$ cat src/rtl/dip_bank_loader.sv
// DIP-switch / game-mode loader: captures the HPS download stream into a shadow
// bank and commits it to the live bank in one cycle when the download ends.
module dip_bank_loader #(
  parameter int                     NUM_BYTES   = 8,
  parameter logic [7:0]             DIP_INDEX   = 8'd254,
  parameter logic [7:0]             MODE_INDEX  = 8'd1,
  parameter int                     MODE_W      = 2,
  parameter int                     ADDR_W      = 25,
  parameter logic [NUM_BYTES*8-1:0] RESET_VALUE = '0
) (
  input  logic                     clk,
  input  logic                     reset,
  input  logic                     ioctl_download,
  input  logic                     ioctl_wr,
  input  logic [7:0]               ioctl_index,
  input  logic [ADDR_W-1:0]        ioctl_addr,
  input  logic [7:0]               ioctl_dout,
  output logic [NUM_BYTES*8-1:0]   sw_out,
  output logic                     sw_valid,
  output logic                     sw_changed,
  output logic [MODE_W-1:0]        game_mode,
  output logic                     mode_valid,
  output logic                     busy,
  output logic                     overflow
);

  typedef enum logic [1:0] {IDLE, LOAD_DIP, LOAD_MODE, COMMIT} state_t;

  state_t                   r_state;
  state_t                   w_state_nxt;
  logic                     r_dl_q;
  logic                     r_armed;
  logic [7:0]               r_idx;
  logic [7:0]               r_shadow [NUM_BYTES];
  logic [NUM_BYTES-1:0]     r_wmask;
  logic [MODE_W-1:0]        r_mode_shadow;
  logic                     r_mode_hit;
  logic [NUM_BYTES*8-1:0]   r_live;
  logic                     r_sw_valid;
  logic                     r_sw_changed;
  logic [MODE_W-1:0]        r_game_mode;
  logic                     r_mode_valid;
  logic                     r_busy;
  logic                     r_overflow;

  logic                     w_dl_rise;
  logic                     w_start;
  logic                     w_abort;
  logic                     w_wr_en;
  logic                     w_diff;

  // r_armed keeps a download that was already running at reset release from
  // being mistaken for a fresh rising edge.
  always_comb begin
    w_state_nxt = r_state;
    w_dl_rise   = ioctl_download & ~r_dl_q & r_armed;
    w_start     = 1'b0;
    w_abort     = 1'b0;
    w_wr_en     = 1'b0;
    case (r_state)
      IDLE: begin
        if (w_dl_rise && ioctl_index == DIP_INDEX) begin
          w_state_nxt = LOAD_DIP;
          w_start     = 1'b1;
        end else if (w_dl_rise && ioctl_index == MODE_INDEX) begin
          w_state_nxt = LOAD_MODE;
          w_start     = 1'b1;
        end
      end
      LOAD_DIP, LOAD_MODE: begin
        w_abort = ioctl_download && (ioctl_index != r_idx);
        w_wr_en = ioctl_wr && !w_abort;
        if (!ioctl_download)
          w_state_nxt = COMMIT;
        else if (w_abort)
          w_state_nxt = IDLE;
      end
      COMMIT: w_state_nxt = IDLE;
      default: w_state_nxt = IDLE;
    endcase
  end

  always_comb begin
    w_diff = 1'b0;
    for (int k = 0; k < NUM_BYTES; k++)
      if (r_wmask[k] && (r_shadow[k] != r_live[8*k +: 8]))
        w_diff = 1'b1;
  end

  always_ff @(posedge clk or posedge reset) begin
    if (reset) begin
      r_state <= IDLE;
      r_busy  <= 1'b0;
    end else begin
      r_state <= w_state_nxt;
      r_busy  <= (w_state_nxt != IDLE);
    end
  end

  always_ff @(posedge clk or posedge reset) begin
    if (reset) begin
      r_dl_q        <= 1'b0;
      r_armed       <= 1'b0;
      r_idx         <= '0;
      for (int k = 0; k < NUM_BYTES; k++) r_shadow[k] <= '0;
      r_wmask       <= '0;
      r_mode_shadow <= '0;
      r_mode_hit    <= 1'b0;
      r_live        <= RESET_VALUE;
      r_sw_valid    <= 1'b0;
      r_sw_changed  <= 1'b0;
      r_game_mode   <= '0;
      r_mode_valid  <= 1'b0;
      r_overflow    <= 1'b0;
    end else begin
      r_dl_q       <= ioctl_download;
      r_sw_changed <= 1'b0;
      if (!ioctl_download) r_armed <= 1'b1;

      if (w_start) begin
        r_wmask    <= '0;
        r_mode_hit <= 1'b0;
        r_idx      <= ioctl_index;
      end

      if (w_wr_en && r_state == LOAD_DIP) begin
        // Full-width compare so high address bits never alias into the bank.
        if (ioctl_addr >= ADDR_W'(NUM_BYTES)) begin
          r_overflow <= 1'b1;
        end else begin
          for (int k = 0; k < NUM_BYTES; k++) begin
            if (ioctl_addr == ADDR_W'(k)) begin
              r_shadow[k] <= ioctl_dout;
              r_wmask[k]  <= 1'b1;
            end
          end
        end
      end

      if (w_wr_en && r_state == LOAD_MODE) begin
        r_mode_shadow <= ioctl_dout[MODE_W-1:0];
        r_mode_hit    <= 1'b1;
      end

      if (r_state == COMMIT) begin
        for (int k = 0; k < NUM_BYTES; k++)
          if (r_wmask[k]) r_live[8*k +: 8] <= r_shadow[k];
        if (r_mode_hit) begin
          r_game_mode  <= r_mode_shadow;
          r_mode_valid <= 1'b1;
        end
        r_sw_changed <= w_diff;
        if (|r_wmask) r_sw_valid <= 1'b1;
      end
    end
  end

  assign sw_out     = r_live;
  assign sw_valid   = r_sw_valid;
  assign sw_changed = r_sw_changed;
  assign game_mode  = r_game_mode;
  assign mode_valid = r_mode_valid;
  assign busy       = r_busy;
  assign overflow   = r_overflow;

endmodule

$ cat config.mk
export PLATFORM = sky130hd
export DESIGN_NAME = dip_bank_loader
export DESIGN_NICKNAME = d
export VERILOG_FILES = /design/src/rtl/dip_bank_loader.sv
export SDC_FILE = /design/constraint.sdc
export NUM_CORES = 1
export LEC_CHECK = 0
export ABC_AREA = 1
export ABC_CLOCK_PERIOD_IN_PS = 4900
export CAP_MARGIN = 25
export CORE_AREA = 2 2 227 117
export DETAILED_ROUTE_END_ITERATION = 6
export DIE_AREA = 0 0 229 119
export SYNTH_ARGS = -nofsm -noshare
export SYNTH_HDL_FRONTEND = slang
export SYNTH_SLANG_ARGS = --single-unit
export TNS_END_PERCENT = 50
$ cat constraint.sdc
create_clock -name clk -period 4.9 [get_ports clk]
set_clock_uncertainty 0.2 [all_clocks]
set_input_delay 0.49 -clock clk [delete_from_list [all_inputs] [get_ports clk]]
set_output_delay 0.49 -clock clk [all_outputs]
set_load 0.05 [all_outputs]
## After elaboration in Yosys (flattened, before gate mapping)

Cells that the tools add are included.

- Logic and storage cells: 126
- Bits in registers: 158
- Input bits: 45

- Equal/unequal tests: 21
- Multiplexer cells: 31
- Bitwise logic cells: 4
- Magnitude comparators: 1
- Reduce and logical (&&, ||, !) cells: 40

Operator list:

| operator | count |
|---|---|
| $eq 25x3->1 const B | 4 |
| $ne 8x8->1 | 9 |
| $eq 25x2->1 const B | 2 |
| $eq 25x1->1 const B | 1 |
| $ge 25x4->1 const B | 1 |
| $logic_not 25->1 | 1 |
| $mux 8 | 3 |
| $reduce_and 3->1 | 8 |
| $mux 1 | 23 |
| $reduce_and 2->1 | 11 |
| $logic_and 1x1->1 | 14 |
| $eq 8x1->1 const B | 1 |
| $eq 8x8->1 const B | 1 |
| $mux 2 | 4 |
| $reduce_or 8->1 | 1 |
| $pmux 2 s3 | 1 |
| $eq 2x2->1 const B | 2 |
| $reduce_bool 2->1 | 2 |
| $and 1x1->1 | 2 |
| $eq 2x1->1 const B | 1 |
| $logic_not 2->1 | 1 |
| $not 1->1 | 2 |
| $reduce_or 2->1 | 1 |
| $logic_not 1->1 | 1 |

## Depth between registers and ports, before layout

Gate-level depths: netlist (run 1).

- Depth in word-level cells: 11
- Depth in mapped cells: 10
- Depth with buffers taken out: 10

## Worst setup path before layout (run 1)

OpenSTA, ideal clock, no wires.

- Path kind: input to register
- From: in ioctl_addr[13]
- To: reg r_shadow[24] (netlist bit)
- Cell stages on the path: 8
- Required time: 4,583 ps
- Slack: 2,952 ps
- Path buffers: 0
- Data arrival time: 1,631 ps
- Setup time: 117 ps
- Cell sequence: nor2_1 nand2_1 nor2_1 nand4_2 nor2_4 nand3_4 nand2_1 nand2_1

- Word-level cells in the longest chain between the ends: 3
- Elaborated cells between the ends (all ways): 4
- Classes of those cells: 1 x order compare; 1 x eq/ne; 1 x bitwise; 1 x reduce/logical

RTL lines:

| what | line | source |
|---|---|---|
| start: declaration | 16 | `input logic [ADDR_W-1:0] ioctl_addr,` |
| $ge 25x4->1 | 128 | `if (ioctl_addr >= ADDR_W'(NUM_BYTES)) begin` |
| $not 1->1 (no source line) | - |  |
| $reduce_and 3->1 (no source line) (*) | - |  |
| end signal: indexed assignment | 133 | `r_shadow[k] <= ioctl_dout;` |
| end: declaration | 34 | `logic [7:0] r_shadow [NUM_BYTES];` |

Mark *: on every way between the ends. The rest lies on a longest branch, timed or not.
A chain may end at the register's enable or synchronous reset.

## Worst setup path after layout (run 1)

- From: reg r_state[1]
- To: reg r_shadow[8] (netlist bit)

- Word-level cells in the longest chain between the ends: 5
- Elaborated cells between the ends (all ways): 6
- Classes of those cells: 2 x eq/ne; 1 x mux; 3 x reduce/logical

RTL lines:

| what | line | source |
|---|---|---|
| start: declaration | 29 | `state_t r_state;` |
| start signal: assignment | 95 | `r_state <= w_state_nxt;` |
| $eq 2x1->1 / $eq 2x2->1 (equally long branches) | - |  |
| $reduce_or 2->1 | 60 | `case (r_state)` |
| $mux 1 | 60 |  |
| $logic_and 1x1->1 (*) | 126 | `if (w_wr_en && r_state == LOAD_DIP) begin` |
| $reduce_and 3->1 (no source line) (*) | - |  |

Marked as above.

==> results.json, run 1 <==
{
  "status": "completed",
  "max-clock-path-buffers": 2,
  "gp_congestion": 0.7962,
  "yosys_warnings": 0,
  "cts_made_buffers": 17,
  "crit_fanout": 33,
  "cts_setup_buffers": 0,
  "cts_root_buf": "clkbuf_16",
  "syn_area_sq_um": 7477,
  "cp.arrival_ns": 3.14,
  "cp_cell_sequence": "inv_1 -> ha_1 -> inv_1 -> nor2_4 -> buf_4 -> nand3_1 -> nand2_1",
  "n_antenna_cell": 0,
  "wire_per_inst_um": 15.78,
  "place_area_sq_um": 9016,
  "hold_viol": 0,
  "cp.required_ns": 5.07,
  "grt_first_pass_wirelength_um": 32700,
  "hpwlAfterDp_um": 14580,
  "reg2regPathDepth": 7,
  "clock-sinks": 158,
  "ys_seq_area_frac": 0.5288,
  "cts_tree": "yes",
  "clock.fmax_mhz": 335.7,
  "grt_max_degree": 82,
  "grt-ovfl-total": 0,
  "rsz0062_at_grt": "no",
  "grt_pass1_vias": 5625,
  "tns_ns": 0,
  "final_nets": 962,
  "via_per_inst": 4.467,
  "drv_slew": 0,
  "maxCapViolCount": 0,
  "cp_slowest_stage_delay_ns": 0.73,
  "power_leakage_nw": 4.647,
  "synthCells": 795,
  "cts_hold_repair.buffers": 0,
  "power_mw": 2.853,
  "syn_to_final_growth_pct": 28.77,
  "final_common_cell": "nand2_1",
  "finalCritPeriodShare": 0.6079,
  "cpMaxStageDelayCell": "ha_1",
  "peakVddDrop_mv": 0.2269,
  "die_area_sq_um": 27250,
  "ctsResizeCount": 0,
  "power.density_nw_per_um2": 296.3,
  "drc": 0,
  "fill_cells": 2624,
  "final_layout_size_suffix_gt1_frac": 0.1285,
  "async_reset_ff_frac": 1.000,
  "path_class": "flip-flop to flip-flop",
  "portBuffers": 115,
  "synth_nets": 844,
  "ys_ff_latch": 158,
  "synth.distinct_cells": 30,
  "worst_slew_pin_slew_ns": 0.8486,
  "vias": 5709,
  "synth_edf_count": 0,
  "die_y_um": 119,
  "drtIter0Drc": 465,
  "ant_nets": 0,
  "ys.flop_type": "dfrtp_1",
  "num_rows": 42,
  "hold_path_class": "input pin to asynchronous set/reset pin",
  "io_pins": 116,
  "drt_first_pass_iters": 4,
  "final_cell_mix": "nand2_1 (274), dfrtp_1 (158), clkdlybuf4s50_1 (115)",
  "wl_um": 20170,
  "htreeDepth": 4,
  "start_kind": "flip-flop",
  "fin_area_sq_um": 9628,
  "worst_setup_path_end_kind": "flip-flop",
  "max_slew_margin": 0.4342,
  "fp.dieW_um": 229,
  "clock_latency_ns": 0.43,
  "clk_pin_slew_ns": 0.07,
  "cp_common_cell": "inv_1",
  "synth.avg_cell_area_sq_um": 9.405,
  "grt_use_total": 0.1571,
  "fp.coreArea_sq_um": 25640,
  "period_minus_slack_ns": 2.978,
  "grt_antenna_before_repair": 0,
  "setup_violations": 0,
  "start_util": 0.2916
}
power breakdown:
group / internal (mW) / switching, mW / total [mW]
sequential: 1.32 / 0.00960 / 1.33
combinational: 0.0628 / 0.108 / 0.171
clock: 0.811 / 0.543 / 1.35
critical path: cells and delay by family (launching register included):
family        cells  cell delay, ns
buf+inv           3            0.75
flops             1            0.41
fa+ha+maj         1            0.73
simple gates      3            0.82
worst paths after layout:
path                               end  slack, ns       start
max                        r_shadow[8]       1.92  r_state[1]
min                         sw_out[42]       0.16       reset
max reg2reg                r_shadow[8]       1.92  r_state[1]
min reg2reg                 mode_valid       0.26  mode_valid
max in group asynchronous    sw_out[1]       3.59       reset
min in group clk            mode_valid       0.26  mode_valid
cell families (layout without fill, tap and decap cells):
group                    after synthesis  after routing  synth area share
AO/OA/AOI/OAI                         25             25           0.01858
XOR/XNOR                              61             61           0.07145
adder cells (fa/ha/maj)                4              4          0.006694
buffers and inverters                 63            194           0.03380
flip-flops                           158            158            0.5288
multiplexers                          55             55           0.08283
AND/OR/NAND/NOR                      429            429            0.2579
Yosys cell counts, types with 5 or more instances:
master / number / share of area
o21ai_0: 19 / 0.013
inv_1: 42 / 0.021
nand4_1: 9 / 0.0075
nor3_1: 5 / 0.0033
nor2_4: 5 / 0.0075
nand3_4: 7 / 0.016
xnor2_1: 61 / 0.071
nor2_1: 39 / 0.020
nand2_1: 274 / 0.14
clkbuf_1: 12 / 0.0060
nor2_2: 6 / 0.0050
dfrtp_1: 158 / 0.53
mux2_2: 55 / 0.083
buf_2: 7 / 0.0047
nand3_1: 70 / 0.047
cell type report:
cell class	instances	area, sq um	share of cell area
repair buffers	119	1206	0.1253
multi-input cells	574	3271	0.3397
inverters	43	165.2	0.01715
flip-flops and latches	158	3954	0.4107
well taps	352	440.4	0.04574
clock inverters	11	141.4	0.01468
clock buffers	21	450.4	0.04678
metrics by stage:
stage / utilization / std cells / hold slack (ns) / worst slack, ns
floorplan: - / 795 / 0.2400 / 2.209
global placement: 0.3516 / 1245 / 0.2513 / 1.749
detailed placement: 0.3516 / 1245 / 0.2505 / 1.686
CTS: 0.3747 / 1277 / 0.2672 / 1.899
global route: 0.3754 / 1278 / 0.1593 / 1.698
finish: 0.3754 / 1278 / 0.1581 / 1.922
routing by layer:
metal,share of wire,vias up,GRT usage,wire [um]
met4,0.0078,0,0.03653,157
met2,0.41,107,0.2155,8197
met3,0.049,15,0.04095,998
li1,-,2806,-,-
met1,0.54,2781,0.2424,10820
met5,0,-,0,0
registers in the layout (all words and copies together) (netlist names):
| register | flops |
|---|---|
| r_shadow | 64 |
| sw_out | 64 |
| r_idx | 8 |
| r_wmask | 8 |
| game_mode | 2 |
| r_mode_shadow | 2 |
| r_state | 2 |
| busy | 1 |
| mode_valid | 1 |
| overflow | 1 |
| r_armed | 1 |
| r_dl_q | 1 |
| r_mode_hit | 1 |
| sw_changed | 1 |
| sw_valid | 1 |
Note: power is estimated with default switching activity, not from simulation.
==> run 2: changes to the inputs <==
Settings changed: ABC_CLOCK_PERIOD_IN_PS 4900 to 2900.
Clock period 4.9 ns to 2.9 ns, I/O delays scaled along.
==> run 2 against run 1 <==
- wire length rose by 1.2%
- design area is 0.48% higher
- non-clock buffer count is 7 higher
- register-to-register slack got worse by 1.1 ns
- sequential share of layout area fell by 0.20 points
- combinational power increased by 74%
- worst hold slack lost 0.10 ns
- die area is the same
- critical path type is now input pin to flip-flop
- largest power group is now registers
==> results.json, run 2 (synthesis results as in run 1) <==
{
  "status": "completed",
  "path_class": "input pin to flip-flop",
  "power_leakage_nw": 4.686,
  "maxCapViolCount": 0,
  "rsz0062_at_grt": "no",
  "cts_tree": "yes",
  "hpwlAfterDp_um": 14910,
  "via_per_inst": 4.430,
  "num_rows": 42,
  "fp.coreArea_sq_um": 25640,
  "place_area_sq_um": 9101,
  "grt-ovfl-total": 0,
  "cp_common_cell": "nand2_1",
  "max_slew_margin": 0.5948,
  "cp.arrival_ns": 2.34,
  "ctsResizeCount": 0,
  "max-clock-path-buffers": 2,
  "clk_pin_slew_ns": 0.07,
  "utilization": 0.3772,
  "clock_latency_ns": 0.43,
  "wl_um": 20420,
  "cpMaxStageDelayCell": "clkdlybuf4s50_1",
  "drv_slew": 0,
  "hold_path_class": "input pin to asynchronous set/reset pin",
  "final_layout_size_suffix_gt1_frac": 0.1383,
  "cts_root_buf": "clkbuf_16",
  "htreeDepth": 4,
  "crit_fanout": 11,
  "die_y_um": 119,
  "grt_max_degree": 64,
  "comb_power_share": 0.063,
  "hold_viol": 0,
  "worst_slew_pin_slew_ns": 0.6058,
  "cp_cell_sequence": "clkdlybuf4s50_1 -> inv_1 -> nand2_1 -> nor3_1 -> nand3_1 -> nor2_2 -> nand4_1 -> nand2_1 -> o21ai_1",
  "fill_cells": 2595,
  "vias": 5693,
  "drt_first_pass_iters": 4,
  "portBuffers": 115,
  "gp_congestion": 0.8141,
  "cts_setup_buffers": 0,
  "fin_area_sq_um": 9674,
  "drtIter0Drc": 484,
  "finalCritPeriodShare": 0.7724,
  "setup_violations": 0,
  "peakVddDrop_mv": 0.3893,
  "fp.dieW_um": 229,
  "cts_made_buffers": 17,
  "wire_per_inst_um": 15.89,
  "die_area_sq_um": 27250,
  "grt_antenna_before_repair": 0,
  "grt_pass1_vias": 5753,
  "start_kind": "input pin",
  "io_pins": 116,
  "grt_first_pass_wirelength_um": 33060,
  "cp.required_ns": 3.00,
  "clock.fmax_mhz": 446.5,
  "final_common_cell": "nand2_1",
  "seq_power_share": 0.474,
  "power.density_nw_per_um2": 489.2,
  "power.internal_mw": 3.555,
  "pwr-share-clk": 0.464,
  "hold_slack_ns": 0.05684,
  "syn_to_final_growth_pct": 29.38,
  "cp_slowest_stage_delay_ns": 0.49,
  "start_util": 0.2916,
  "final_nets": 969,
  "n_antenna_cell": 0,
  "seq_area_sq_um": 3954,
  "final_cell_mix": "nand2_1 (274), dfrtp_1 (158), clkdlybuf4s50_1 (115)",
  "p_switching_mw": 1.178,
  "period_minus_slack_ns": 2.240,
  "drc": 0,
  "cts_hold_repair.buffers": 0,
  "ant_nets": 0,
  "clock-sinks": 158,
  "grt_use_total": 0.1583,
  "p_sw_frac": 0.2489,
  "multi_input_area_sq_um": 3271,
  "worst_setup_path_end_kind": "flip-flop",
  "tns_ns": 0
}
run 2: cell type report:
| type | count | area share |
|---|---|---|
| clock inverter | 14 | 0.01384 |
| clock buffer | 18 | 0.04540 |
| multi-input combinational | 574 | 0.3381 |
| tap | 352 | 0.04553 |
| timing repair buffer | 126 | 0.1314 |
| sequential | 158 | 0.4087 |
| inverter | 43 | 0.01707 |
run 2: power by group through the flow:
stage | clock network, mW | registers, mW | logic [mW]
5_1_grt | 2.33 | 2.24 | 0.329
6_report | 2.19 | 2.24 | 0.297
3_5_place_dp | 0 | 2.28 | 0.301
3_3_place_gp | 0 | 2.28 | 0.297
2_1_floorplan | 0 | 2.30 | 0.139
4_1_cts | 2.24 | 2.24 | 0.302
run 2: per-layer routing:
metal / vias to the layer above / part of all wire / track usage
met5: - / 0 / 0
met4: 0 / 0.011 / 0.03653
met3: 16 / 0.051 / 0.04143
met2: 128 / 0.41 / 0.2235
met1: 2739 / 0.53 / 0.2392
li1: 2810 / - / -
run 2: path summary, 6_finish.rpt:
kind	start	end	slack, ns	depth (start not counted)
worst min-delay path	reset	sw_out[54]	0.06	2
min in group clk	mode_valid	mode_valid	0.27	2
worst max-delay path	ioctl_addr[0]	r_shadow[56]	0.66	9
max in group asynchronous	reset	r_shadow[30]	1.77	3
worst min register to register	mode_valid	mode_valid	0.27	2
worst max register to register	r_state[0]	sw_out[58]	0.78	3
run 2: per-stage QoR:
stage          total power [mW]  setup slack [ns]  instances
2_1_floorplan             2.436            0.4091        795
3_3_place_gp              2.580            0.2181       1253
6_report                  4.733            0.6601       1285
3_5_place_dp              2.583            0.1745       1253
4_1_cts                   4.787            0.6156       1285
5_1_grt                   4.902            0.4406       1285
run 2: worst max-delay path, delay by kind of cell:
family / cells / cell delay [ns]
and+or+nand+nor: 6 / 1.37
buffers and inverters: 2 / 0.60
AOI/OAI and AO/OA: 1 / 0.08
